==> src/rtl/pmem_arbiter_if.sv <==
// Bus bundle between the two line requesters, the arbiter and the memory port.
// The slave modport is the arbiter's view; master is the environment's view.
interface pmem_arbiter_if;
  // instruction side (prefetch read stream)
  logic         inst_read;
  logic [31:0]  inst_address;
  logic         inst_resp;
  logic [255:0] inst_rdata;

  // data side (D-cache read / writeback)
  logic         data_read;
  logic         data_write;
  logic [31:0]  data_address;
  logic [255:0] data_wdata;
  logic         data_resp;
  logic [255:0] data_rdata;

  // physical memory line port
  logic         pmem_read;
  logic         pmem_write;
  logic [31:0]  pmem_address;
  logic [255:0] pmem_wdata;
  logic         pmem_resp;
  logic [255:0] pmem_rdata;

  modport slave (
    input  inst_read, inst_address,
    input  data_read, data_write, data_address, data_wdata,
    input  pmem_resp, pmem_rdata,
    output inst_resp, inst_rdata,
    output data_resp, data_rdata,
    output pmem_read, pmem_write, pmem_address, pmem_wdata
  );

  modport master (
    output inst_read, inst_address,
    output data_read, data_write, data_address, data_wdata,
    output pmem_resp, pmem_rdata,
    input  inst_resp, inst_rdata,
    input  data_resp, data_rdata,
    input  pmem_read, pmem_write, pmem_address, pmem_wdata
  );
endinterface

==> src/rtl/pmem_arbiter.sv <==
// Two-requester arbiter for the 256-bit physical-memory line port.
// Data side has priority; a saturating starvation counter forces an
// instruction grant after STARVE_LIMIT consecutive data grants made while
// an instruction read was waiting.
module pmem_arbiter #(
  parameter int unsigned STARVE_LIMIT = 4,
  parameter int unsigned CNT_W        = 3
) (
  input  logic          clk,
  input  logic          rst,
  pmem_arbiter_if.slave bus
);

  typedef enum logic [1:0] {
    IDLE       = 2'd0,
    SERVE_INST = 2'd1,
    SERVE_DATA = 2'd2
  } state_e;

  localparam logic [CNT_W-1:0] LIMIT   = CNT_W'(STARVE_LIMIT);
  localparam logic [CNT_W-1:0] CNT_MAX = '1;

  generate
    if ((64'd1 << CNT_W) <= 64'(STARVE_LIMIT)) begin : g_bad_cnt_w
      $error("pmem_arbiter: CNT_W too narrow to hold STARVE_LIMIT");
    end
  endgenerate

  state_e         state_q, state_d;
  logic [CNT_W-1:0] cnt_q, cnt_d;
  logic [31:0]    addr_q, addr_d;
  logic [255:0]   wdata_q, wdata_d;
  logic           wr_q, wr_d;

  logic data_req;
  logic starved;

  // Arbitration in IDLE, request latching on grant, return to IDLE on pmem_resp.
  always_comb begin
    state_d  = state_q;
    cnt_d    = cnt_q;
    addr_d   = addr_q;
    wdata_d  = wdata_q;
    wr_d     = wr_q;
    data_req = bus.data_read | bus.data_write;
    starved  = (cnt_q >= LIMIT);

    unique case (state_q)
      IDLE: begin
        // Data wins unless an instruction read is waiting and has been starved.
        if (data_req && !(bus.inst_read && starved)) begin
          state_d = SERVE_DATA;
          addr_d  = bus.data_address;
          wdata_d = bus.data_wdata;
          // read+write together resolves to a write
          wr_d    = bus.data_write;
          if (bus.inst_read) begin
            cnt_d = (cnt_q == CNT_MAX) ? cnt_q : cnt_q + 1'b1;
          end else begin
            cnt_d = '0;
          end
        end else if (bus.inst_read) begin
          state_d = SERVE_INST;
          addr_d  = bus.inst_address;
          wr_d    = 1'b0;
          cnt_d   = '0;
        end
      end
      SERVE_INST: begin
        if (bus.pmem_resp) state_d = IDLE;
      end
      SERVE_DATA: begin
        if (bus.pmem_resp) state_d = IDLE;
      end
      default: state_d = IDLE;
    endcase
  end

  // Memory strobes from latched state; responses routed only to the granted side.
  always_comb begin
    bus.pmem_read    = 1'b0;
    bus.pmem_write   = 1'b0;
    bus.pmem_address = addr_q;
    bus.pmem_wdata   = wdata_q;
    bus.inst_resp    = 1'b0;
    bus.inst_rdata   = '0;
    bus.data_resp    = 1'b0;
    bus.data_rdata   = '0;

    unique case (state_q)
      SERVE_INST: begin
        bus.pmem_read = 1'b1;
        if (bus.pmem_resp) begin
          bus.inst_resp  = 1'b1;
          bus.inst_rdata = bus.pmem_rdata;
        end
      end
      SERVE_DATA: begin
        bus.pmem_read  = ~wr_q;
        bus.pmem_write = wr_q;
        if (bus.pmem_resp) begin
          bus.data_resp  = 1'b1;
          bus.data_rdata = bus.pmem_rdata;
        end
      end
      default: ;
    endcase
  end

  // State and latched-request registers; reset aborts any transaction in flight.
  always_ff @(posedge clk) begin
    if (rst) begin
      state_q <= IDLE;
      cnt_q   <= '0;
      addr_q  <= '0;
      wdata_q <= '0;
      wr_q    <= 1'b0;
    end else begin
      state_q <= state_d;
      cnt_q   <= cnt_d;
      addr_q  <= addr_d;
      wdata_q <= wdata_d;
      wr_q    <= wr_d;
    end
  end

endmodule

==> src/flat_wrapper.sv <==
// flat-port wrapper written by rule: the top's interface ports become plain ports
module pmem_arbiter_flat 
#(
  parameter int unsigned STARVE_LIMIT = 4,
  parameter int unsigned CNT_W        = 3
)
  (clk, rst, bus_inst_read, bus_inst_address, bus_data_read, bus_data_write, bus_data_address, bus_data_wdata, bus_pmem_resp, bus_pmem_rdata, bus_inst_resp, bus_inst_rdata, bus_data_resp, bus_data_rdata, bus_pmem_read, bus_pmem_write, bus_pmem_address, bus_pmem_wdata);
  pmem_arbiter_if bus_i ();
  input  logic clk;
  input  logic rst;
  input wire logic [$bits(bus_i.inst_read)-1:0] bus_inst_read;
  input wire logic [$bits(bus_i.inst_address)-1:0] bus_inst_address;
  input wire logic [$bits(bus_i.data_read)-1:0] bus_data_read;
  input wire logic [$bits(bus_i.data_write)-1:0] bus_data_write;
  input wire logic [$bits(bus_i.data_address)-1:0] bus_data_address;
  input wire logic [$bits(bus_i.data_wdata)-1:0] bus_data_wdata;
  input wire logic [$bits(bus_i.pmem_resp)-1:0] bus_pmem_resp;
  input wire logic [$bits(bus_i.pmem_rdata)-1:0] bus_pmem_rdata;
  output wire logic [$bits(bus_i.inst_resp)-1:0] bus_inst_resp;
  output wire logic [$bits(bus_i.inst_rdata)-1:0] bus_inst_rdata;
  output wire logic [$bits(bus_i.data_resp)-1:0] bus_data_resp;
  output wire logic [$bits(bus_i.data_rdata)-1:0] bus_data_rdata;
  output wire logic [$bits(bus_i.pmem_read)-1:0] bus_pmem_read;
  output wire logic [$bits(bus_i.pmem_write)-1:0] bus_pmem_write;
  output wire logic [$bits(bus_i.pmem_address)-1:0] bus_pmem_address;
  output wire logic [$bits(bus_i.pmem_wdata)-1:0] bus_pmem_wdata;
  assign bus_i.inst_read = bus_inst_read;
  assign bus_i.inst_address = bus_inst_address;
  assign bus_i.data_read = bus_data_read;
  assign bus_i.data_write = bus_data_write;
  assign bus_i.data_address = bus_data_address;
  assign bus_i.data_wdata = bus_data_wdata;
  assign bus_i.pmem_resp = bus_pmem_resp;
  assign bus_i.pmem_rdata = bus_pmem_rdata;
  assign bus_inst_resp = bus_i.inst_resp;
  assign bus_inst_rdata = bus_i.inst_rdata;
  assign bus_data_resp = bus_i.data_resp;
  assign bus_data_rdata = bus_i.data_rdata;
  assign bus_pmem_read = bus_i.pmem_read;
  assign bus_pmem_write = bus_i.pmem_write;
  assign bus_pmem_address = bus_i.pmem_address;
  assign bus_pmem_wdata = bus_i.pmem_wdata;
  pmem_arbiter #(.STARVE_LIMIT(STARVE_LIMIT), .CNT_W(CNT_W)) u_core (.clk(clk), .rst(rst), .bus(bus_i));
endmodule
==> config.mk <==
export PLATFORM = sky130hd
export DESIGN_NAME = pmem_arbiter_flat
export DESIGN_NICKNAME = d
export VERILOG_FILES = /design/src/rtl/pmem_arbiter_if.sv /design/src/rtl/pmem_arbiter.sv /design/src/flat_wrapper.sv
export SDC_FILE = /design/constraint.sdc
export NUM_CORES = 1
export LEC_CHECK = 0
export ABC_AREA = 1
export BUFFER_PORTS_ARGS = -buffer_cell sky130_fd_sc_hd__buf_2
export CORE_AREA = 4 4 537 539
export CTS_CLUSTER_SIZE = 14
export DETAILED_ROUTE_END_ITERATION = 8
export DIE_AREA = 0 0 541 543
export HOLD_SLACK_MARGIN = 0.08
export PLACE_DENSITY = 0.3
export SLEW_MARGIN = 20
export SYNTH_ARGS = -nofsm -noshare
export SYNTH_HDL_FRONTEND = slang
export SYNTH_SLANG_ARGS = --single-unit
==> constraint.sdc <==
create_clock -name clk -period 2.1 [get_ports clk]
set_clock_uncertainty 0.1 [all_clocks]
set_input_delay 0.315 -clock clk [delete_from_list [all_inputs] [get_ports clk]]
set_output_delay 0.315 -clock clk [all_outputs]
set_load 0.02 [all_outputs]
==> impl_metrics.csv, run 1 <==
group,metric,value,unit
critical_path,worst_setup_path_end_kind,"output pin",
outcome,status,"complete, but fails checks",
critical_path,path_class,"flop to output pin",
timing,slew_headroom,46.2,%
timing,max_freq,0.390,GHz
timing,post-route-period-util,122,%
floorplan,rows,196,
placed_design,numPortBuffers,1385,
cells_and_area,layout_commonest_cell,"buf_2",
route,num_vias,22700,
timing,setup_ws,-463,ps
floorplan,die_area,0.294,mm^2
cells_and_area,fin_area,0.0351,mm^2
job,drv_cap,0,
cells_and_area,drive_above_1_share,44.5,%
pwr,finalPower,24600,uW
critical_path,critPathSlowestCell,"dfxtp_2",
placed_design,hpwl,218,mm
route,ant_nets,0,
cells_and_area,nets,4615,
cells_and_area,n_fill_cell,33300,
yosys,yosys_warnings,0,
yosys,synth_nets,2865,
timing,tightest_slew,805,ps
clock_tree,clk_latency,620,ps
grt,grt_pass1_vias,22300,
route,routedWlPerCell,30.8,um
timing,maxSlewViolCount,0,
critical_path,cp-start-kind,"flop",
placed_design,place_area,0.0272,mm^2
cells_and_area,multi_input_area,0.00726,mm^2
clock_tree,cts.clk_slew.worst_paths,60,ps
floorplan,fp.coreArea,0.284,mm^2
floorplan,num_io_pins,1386,
critical_path,cp.required,1680,ps
route,drt-initial-drc-count,1385,
pwr,power_density,702,mW/mm^2
critical_path,cp_max_fo,8,
yosys,ys_seq_area_share,42.0,%
critical_path,crit_path_frequent_cell,"buf_4",
critical_path,ff2ff_setup_slack,-70,ps
route,via_per_inst,2.88,
placed_design,gp_congestion,0.938,
grt,antenna_found_initial,204,
route,drc,0,
clock_tree,root_buffer,"clkbuf_16",
yosys,postSynthCellCount,2278,
yosys,syn_area_per_cell,6.15,um^2
timing,hold_viol_final,0,
yosys,ys_ff_latch,294,
timing,setup_viol,545,
clock_tree,cts_buffers,41,
critical_path,cp-startpoint,"u_core.state_q[1]",
outcome,violations,"negative setup slack",
timing,fin_crit,2560,ps
critical_path,worstPathCellList,"inv_2 -> ha_4 -> nand2_8 -> buf_12 -> buf_4 -> buf_4 -> nor2_4 -> buf_6",
route,wl,243,mm
min_path,min_from,"bus_inst_address[19]",
critical_path,arrival,2150,ps
cells_and_area,final_core_utilization,12.4,%
grt,grt-ovfl-total,0,
clock_tree,ctsHtreeMaxLevel,2,
cells_and_area,final_cell_mix,"buf_2, nand2_1, nor2_1",
grt,grt_pass1_wl,287,mm
critical_path,slowest_delay,330,ps
yosys,synth_cell_types,20,
pwr,vdd_drop_max,502,uV
clock_tree,cts_tree,"yes",
clock_tree,cts_max_path_buffers,3,
floorplan,dieHeight,543,um
grt,grt_util_all_layers,15.6,%
yosys,synth_area,0.0140,mm^2
timing,rsz0062_at_grt,"true",
pwr,leakage,0.0170,uW
grt,grt_max_degree,57,
floorplan,start_util,4.93,%
critical_path,r2r_start,"u_core.state_q[1]",
clock_tree,cts.sinks,294,
cells_and_area,area_growth,150,%
cells_and_area,seq_area,0.00589,mm^2
timing,fin_tns_setup,-178860,ps
route,drt_pass1_iterations,5,
min_path,hold_class,"primary input to flop",
floorplan,die_w,541,um
-- power by group --
part           internal, uW  switching [uW]  total (uW)
logic                  3350            6830       10200
registers              6310             379        6690
clock network          4600            3160        7760
total                 14300           10400       24600
-- sequential cells by signal (all words and copies together), names as in the netlist --
signal and flops:
u_core.wr_q 1, u_core.cnt_q 3, u_core.state_q 2, u_core.bus.pmem_wdata 256, u_core.bus.pmem_address 32
-- logic make-up (layout without fill, tap and decap cells) --
family                   count (synthesis)  after routing  synth area share, %
other                                    0             63                    0
AO/OA/AOI/OAI                          296            296                 10.6
flip-flops                             294            294                 42.0
adder cells (fa/ha/maj)                  5              5                0.446
AND/OR/NAND/NOR                       1221           1221                 32.9
buffers and inverters                  462           2245                 14.0
-- metal layers --
layer,GRT usage [%],share of wire (%)
met5,0,0.12
met4,4.36,4.1
met3,7.70,13
met2,25.3,44
met1,18.1,39
-- repair_timing --
| item | 4_1_cts | 5_1_grt |
|---|---|---|
| pin swaps | 9 | 7 |
| setup buffers | 8 | 8 |
| gates resized for setup | 397 | 329 |
| endpoints found under the hold margin | 292 | 0 |
| cloned | 11 | 13 |
| hold buffers | 325 | 0 |
| setup endpoints to repair | 517 | 729 |
-- worst max-delay path: cells and delay by family, from the launching register on --
family | cells | cell delay (ps)
fa+ha+maj | 1 | 180
simple gates | 2 | 270
buf+inv | 5 | 730
flops | 1 | 330
-- cells in the mapped netlist --
cell        n  share of area (%)
clkbuf_1   88                2.4
o21ai_0    30                1.1
dfxtp_1   294                 42
ha_1        5               0.45
buf_4      55                2.9
nand4_1     1              0.045
nand2_1   593                 16
inv_2       2              0.054
buf_2      11               0.39
nor2_1    616                 17
nand3_1     8               0.29
nand3_4     1               0.13
inv_1     302                8.1
nand2_2     2              0.089
a21oi_2     1              0.063
buf_1       3              0.080
a21oi_1   261                9.3
o21ai_1     3               0.11
o21a_1      1              0.054
buf_6       1              0.080
-- cell type report --
class | count | share of cell area, %
Timing Repair Buffer | 1865 | 41.2
Clock inverter | 17 | 0.724
Antenna cell | 63 | 0.449
Inverter | 304 | 3.28
Tap cell | 3762 | 13.4
Sequential cell | 294 | 16.8
Clock buffer | 59 | 3.41
Multi-Input combinational cell | 1522 | 20.7
-- stage by stage --
step | hold slack, ps | instances | setup WS [ps]
global route | 150 | 7853 | -511
floorplan | 353 | 2278 | 231
finish | 109 | 7886 | -463
detailed placement | 353 | 7387 | -234
CTS | 118 | 7804 | -500
global placement | 351 | 7387 | -294
-- worst paths after layout --
| kind | end | cells after the start |
|---|---|---|
| max | bus_inst_rdata[30] | 8 |
| min | u_core.bus.pmem_address[19] | 5 |
| max reg2reg | u_core.bus.pmem_wdata[33] | 10 |
| min reg2reg | u_core.bus.pmem_wdata[35] | 2 |
(Power assumes the default switching activity.)
==> inputs of run 2 (changes only) <==
- ABC_AREA: 1 -> not set
- CORE_AREA: 4 4 537 539 -> 4 4 535 537
- DIE_AREA: 0 0 541 543 -> 0 0 539 541
==> impl_metrics.csv, run 2 <==
group,metric,value,unit
yosys,postSynthCellCount,2018,
clock_tree,cts_max_path_buffers,3,
cells_and_area,area_growth,143,%
yosys,synthSimpleGateAreaFrac,31.9,%
grt,grt_pass1_wl,290,mm
yosys,synth_compound_area_share,20.7,%
placed_design,gp_congestion,0.908,
floorplan,dieHeight,541,um
floorplan,start_util,5.37,%
cells_and_area,layout_commonest_cell,"buf_2",
yosys,yosysTopAreaCell,"dfxtp_1",
critical_path,worst_setup_path_end_kind,"output pin",
pwr,finalPower,22900,uW
clock_tree,ctsHtreeMaxLevel,2,
min_path,hold_class,"primary input to flop",
floorplan,num_io_pins,1386,
yosys,muxShareOfSynthArea,0.132,%
pwr,p_switching,9200,uW
cells_and_area,layout.cells.non_filler,7529,
yosys,syn_area_per_cell,7.49,um^2
timing,setup_ws,-459,ps
yosys,synth_most_common_cell,"and3_1",
route,drt_pass1_iterations,5,
yosys,ys_seq_area_share,38.9,%
cells_and_area,drive_above_1_share,49.1,%
outcome,violations,"negative setup slack",
floorplan,fp.coreArea,0.282,mm^2
yosys,synthDominantCellAreaShare,38.9,%
route,ant_nets,0,
yosys,ys_ff_latch,294,
critical_path,ff2ff_setup_slack,200,ps
pwr,power_frac_clock,31.8,%
cells_and_area,seq_area,0.00589,mm^2
yosys,synth_area_leaders,"dfxtp_1, and3_1, a21oi_1, o21ai_0, nand3_1",
critical_path,arrival,2140,ps
floorplan,die_w,539,um
pwr,vdd_drop_max,499,uV
clock_tree,cts.sinks,294,
yosys,synth_cell_types,34,
grt,grt_pass1_vias,24200,
critical_path,cp-start-kind,"flop",
pwr,power_frac_comb,40.1,%
grt,antenna_found_initial,147,
placed_design,placed_cells,7025,
yosys,synth-edff-count,0,
critical_path,path_class,"flop to output pin",
clock_tree,clk_latency,600,ps
floorplan,die_area,0.292,mm^2
cells_and_area,multi_input_area,0.00884,mm^2
yosys,synth_xor_area_share,0,%
route,routedWlPerCell,31.8,um
yosys,synth_top_family_by_area,"simple AND/OR/NAND/NOR gates",
outcome,status,"complete, but fails checks",
floorplan,rows,195,
placed_design,hpwl,205,mm
yosys,synth_flop_cell,"dfxtp_1",
timing,hold_viol_final,0,
timing,slew_headroom,60.4,%
yosys,yosys-top-cells-count,"and3_1, dfxtp_1, a21oi_1",
timing,rsz0062_at_grt,"true",
grt,grt-ovfl-total,0,
timing,post-route-period-util,122,%
pwr,leakage,0.0170,uW
pwr,pwr-share-seq,28.1,%
cells_and_area,fin_area,0.0367,mm^2
placed_design,numPortBuffers,1385,
timing,setup_viol,516,
critical_path,cp_max_fo,8,
job,drv_cap,0,
timing,tightest_slew,594,ps
route,via_per_inst,3.21,
clock_tree,cts.clk_slew.worst_paths,60,ps
timing,max_freq,0.391,GHz
pwr,power_density,624,mW/mm^2
route,num_vias,24200,
critical_path,cp.required,1680,ps
placed_design,place_area,0.0287,mm^2
clock_tree,cts_tree,"yes",
clock_tree,root_buffer,"clkbuf_16",
yosys,synth_async_sr_flop_share,0,%
cells_and_area,largest_reg_flops,256,
timing,fin_crit,2560,ps
pwr,intPower,13700,uW
yosys,synthAdderAreaFrac,0.414,%
grt,grt_max_degree,107,
pwr,switching_share,40.2,%
timing,fin_tns_setup,-188100,ps
cells_and_area,final_core_utilization,13.0,%
route,drt-initial-drc-count,1484,
route,wl,239,mm
grt,grt_util_all_layers,15.4,%
cells_and_area,final_cell_mix,"buf_2, and3_1, dlygate4sd3_1",
yosys,synth_area,0.0151,mm^2
timing,maxSlewViolCount,0,
clock_tree,cts_buffers,39,
cells_and_area,n_fill_cell,32600,
yosys,synth_nets,2605,
cells_and_area,nets,4287,
route,drc,0,
yosys,yosys_warnings,0,
[run 2: cell families after synthesis]
| kind of cell | Yosys count |
|---|---|
| and+or+nand+nor | 849 |
| AOI/OAI and AO/OA | 588 |
| DFF | 294 |
| buffers and inverters | 280 |
| adders and majority gates | 5 |
| muxes | 2 |
[run 2: path summary, 6_finish.rpt]
kind | from | end | depth (start not counted)
max | u_core.state_q[0] | bus_inst_rdata[64] | 8
max reg2reg | u_core.cnt_q[2] | u_core.bus.pmem_address[22] | 4
min | bus_data_address[7] | u_core.bus.pmem_address[7] | 4
min reg2reg | u_core.bus.pmem_wdata[59] | u_core.bus.pmem_wdata[59] | 2
[run 2: layout make-up]
| type | count | area share [%] |
|---|---|---|
| Timing Repair Buffer | 1918 | 43.0 |
| Multi-Input combinational cell | 1444 | 24.1 |
| Sequential cell | 294 | 16.0 |
| Tap cell | 3743 | 12.8 |
| Clock buffer | 57 | 3.09 |
| Clock inverter | 15 | 0.593 |
| Antenna cell | 55 | 0.375 |
| Inverter | 3 | 0.0580 |
[run 2: per-layer routing]
metal  vias to the layer above  wire length [um]  track usage, %
met5                         -               145               0
met2                      1371            107000            24.6
met3                       246             33000            8.93
li1                      10700                 -               -
met1                     11800             94500            17.8
met4                        22              5260            2.67
[run 2: timing repair]
action,CTS,global route
pin swaps,2,3
gates resized for setup,356,288
setup endpoints to repair,516,516
gates cloned,13,23
hold buffers,321,0
hold endpoints to repair,291,0
buffers inserted,21,4
[run 2: metrics by stage]
step / worst slack, ps / hold slack (ps)
floorplan: 227 / 353
global placement: -255 / 357
detailed placement: -244 / 363
CTS: -544 / 80.8
global route: -550 / 144
finish: -459 / 153
[run 2: power groups by stage]
stage	sequential, uW	clock, uW	combinational [uW]
floorplan	7180	0	2380
global placement	6550	0	7860
detailed placement	6560	0	7810
CTS	6450	7690	8980
global route	6510	7810	9850
finish	6440	7300	9190
[run 2: critical path, stage by stage (launching register included)]
cell,delay [ps]
dfxtp_4,350
buf_6,120
ha_4,150
buf_12,140
buf_16,160
buf_12,150
buf_16,130
and3_4,170
buf_12,130
==> inputs of run 3 (changes only) <==
- CTS_CLUSTER_DIAMETER: not set -> 100
- MAX_ROUTING_LAYER: not set -> met4
- SKIP_LAST_GASP: not set -> 1
==> impl_metrics.csv, run 3 (same netlist as run 2, synthesis figures left out) <==
group,metric,value,unit
route,wl,242,mm
outcome,status,"complete, but fails checks",
critical_path,cp.required,1680,ps
timing,max_freq,0.373,GHz
floorplan,dieHeight,541,um
grt,grt_util_all_layers,15.7,%
timing,holdWs,164,ps
timing,slew_headroom,63.3,%
critical_path,cp-start-kind,"flop",
clock_tree,cts_buffers,28,
grt,grt_pass1_wl,289,mm
clock_tree,cts.sinks,294,
cells_and_area,nets,4293,
clock_tree,ctsHtreeMaxLevel,1,
floorplan,rows,195,
grt,grt_max_degree,109,
outcome,violations,"negative setup slack",
floorplan,start_util,5.37,%
pwr,vdd_drop_max,621,uV
critical_path,cp_max_fo,6,
cells_and_area,drive_above_1_share,51.2,%
route,ant_nets,0,
job,drv_cap,0,
timing,post-route-period-util,128,%
route,num_vias,24100,
route,drc,0,
floorplan,fp.coreArea,0.282,mm^2
pwr,leakage,0.0168,uW
grt,grt_pass1_vias,24300,
clock_tree,root_buffer,"clkbuf_16",
placed_design,numPortBuffers,1385,
floorplan,die_w,539,um
cells_and_area,area_growth,146,%
critical_path,rr_worst_depth,8,
clock_tree,cts_max_path_buffers,3,
critical_path,r2r_end,"u_core.bus.pmem_address[18]",
critical_path,r2r_start,"u_core.state_q[1]",
grt,grt-ovfl-total,0,
cells_and_area,layout_commonest_cell,"buf_2",
route,drt-initial-drc-count,1616,
clock_tree,cts_tree,"yes",
timing,setup_ws,-584,ps
critical_path,worst_setup_path_end_kind,"output pin",
pwr,power_density,564,mW/mm^2
critical_path,arrival,2270,ps
route,routedWlPerCell,32.0,um
timing,tightest_slew,550,ps
timing,setup_viol,516,
timing,rsz0062_at_grt,"true",
cells_and_area,final_cell_mix,"buf_2, dlygate4sd3_1, dfxtp_1",
cells_and_area,largest_reg_flops,256,
min_path,min_from,"bus_data_write",
timing,fin_crit,2680,ps
route,via_per_inst,3.20,
cells_and_area,layout.cells.non_filler,7545,
grt,antenna_found_initial,141,
placed_design,placed_cells,7018,
floorplan,num_io_pins,1386,
timing,fin_tns_setup,-230820,ps
clock_tree,clk_latency,660,ps
route,drt_pass1_iterations,5,
placed_design,place_ws,-41.3,ps
placed_design,hpwl,204,mm
floorplan,die_area,0.292,mm^2
timing,maxSlewViolCount,0,
timing,hold_viol_final,0,
critical_path,path_class,"flop to output pin",
cells_and_area,n_fill_cell,32600,
min_path,hold_class,"primary input to flop",
critical_path,cp-startpoint,"u_core.state_q[1]",
critical_path,ff2ff_setup_slack,50,ps
clock_tree,cts.clk_slew.worst_paths,80,ps
critical_path,crit_end,"bus_inst_rdata[253]",
placed_design,gp_congestion,0.964,
==> run 3: area by class of cell <==
cell class	count	area (um^2)	share of cell area, %
inverter	3	18.8	0.0504
tap	3743	4680	12.6
sequential	294	5890	15.8
timing repair buffer	1935	16400	43.9
multi-input combinational	1444	9270	24.9
clock buffer	32	716	1.92
antenna	86	215	0.578
clock inverter	8	96.3	0.259
==> run 3: stage by stage <==
stage	power (uW)	cell area, um^2	util (%)
floorplan	9550	15100	-
finish	21000	37200	13.2
global placement	14400	28700	10.2
global route	22200	37100	13.2
detailed placement	14300	28700	10.2
CTS	20900	34400	12.2
==> run 3: how the worst min path moves through the flow <==
stage,cells after the start,end
6_report,4,u_core.wr_q
5_1_grt,4,u_core.wr_q
4_1_cts,4,u_core.wr_q
3_5_place_dp,2,u_core.bus.pmem_wdata[28]
3_3_place_gp,2,u_core.bus.pmem_wdata[198]
2_1_floorplan,2,u_core.cnt_q[1]
==> run 3: layer usage <==
layer / part of all wire, % / wire [um] / GRT usage (%) / vias up
met1: 38 / 92800 / 17.5 / 11700
met3: 14 / 34800 / 9.09 / 245
met2: 44 / 107000 / 24.5 / 1385
met5: 0 / 0 / - / -
met4: 2.9 / 6970 / 3.18 / 0
li1: - / - / - / 10800
==> run 3: worst max-delay path: stages (launching register included) <==
cell and delay (ps):
dfxtp_2 360, inv_2 50, buf_6 110, ha_4 180, buf_12 140, buf_12 130
clkbuf_16 170, clkbuf_16 160, and3_1 160, buf_6 130
==> run 3: what timing repair did <==
| action | in CTS | in global routing |
|---|---|---|
| hold buffers | 322 | 0 |
| endpoints found under the setup margin | 516 | 516 |
| gates resized for setup | 264 | 571 |
| hold endpoints to repair | 294 | 0 |
| cloned | 17 | 33 |
| buffers inserted | 22 | 15 |
| pin swaps | 1 | 3 |
==> run 3: power by group <==
group | total, uW | internal (uW) | leakage [uW] | switching (uW)
combinational | 9400 | 3590 | 0.0140 | 5810
clock | 5130 | 2460 | 0.000398 | 2670
sequential | 6450 | 6140 | 0.00243 | 318
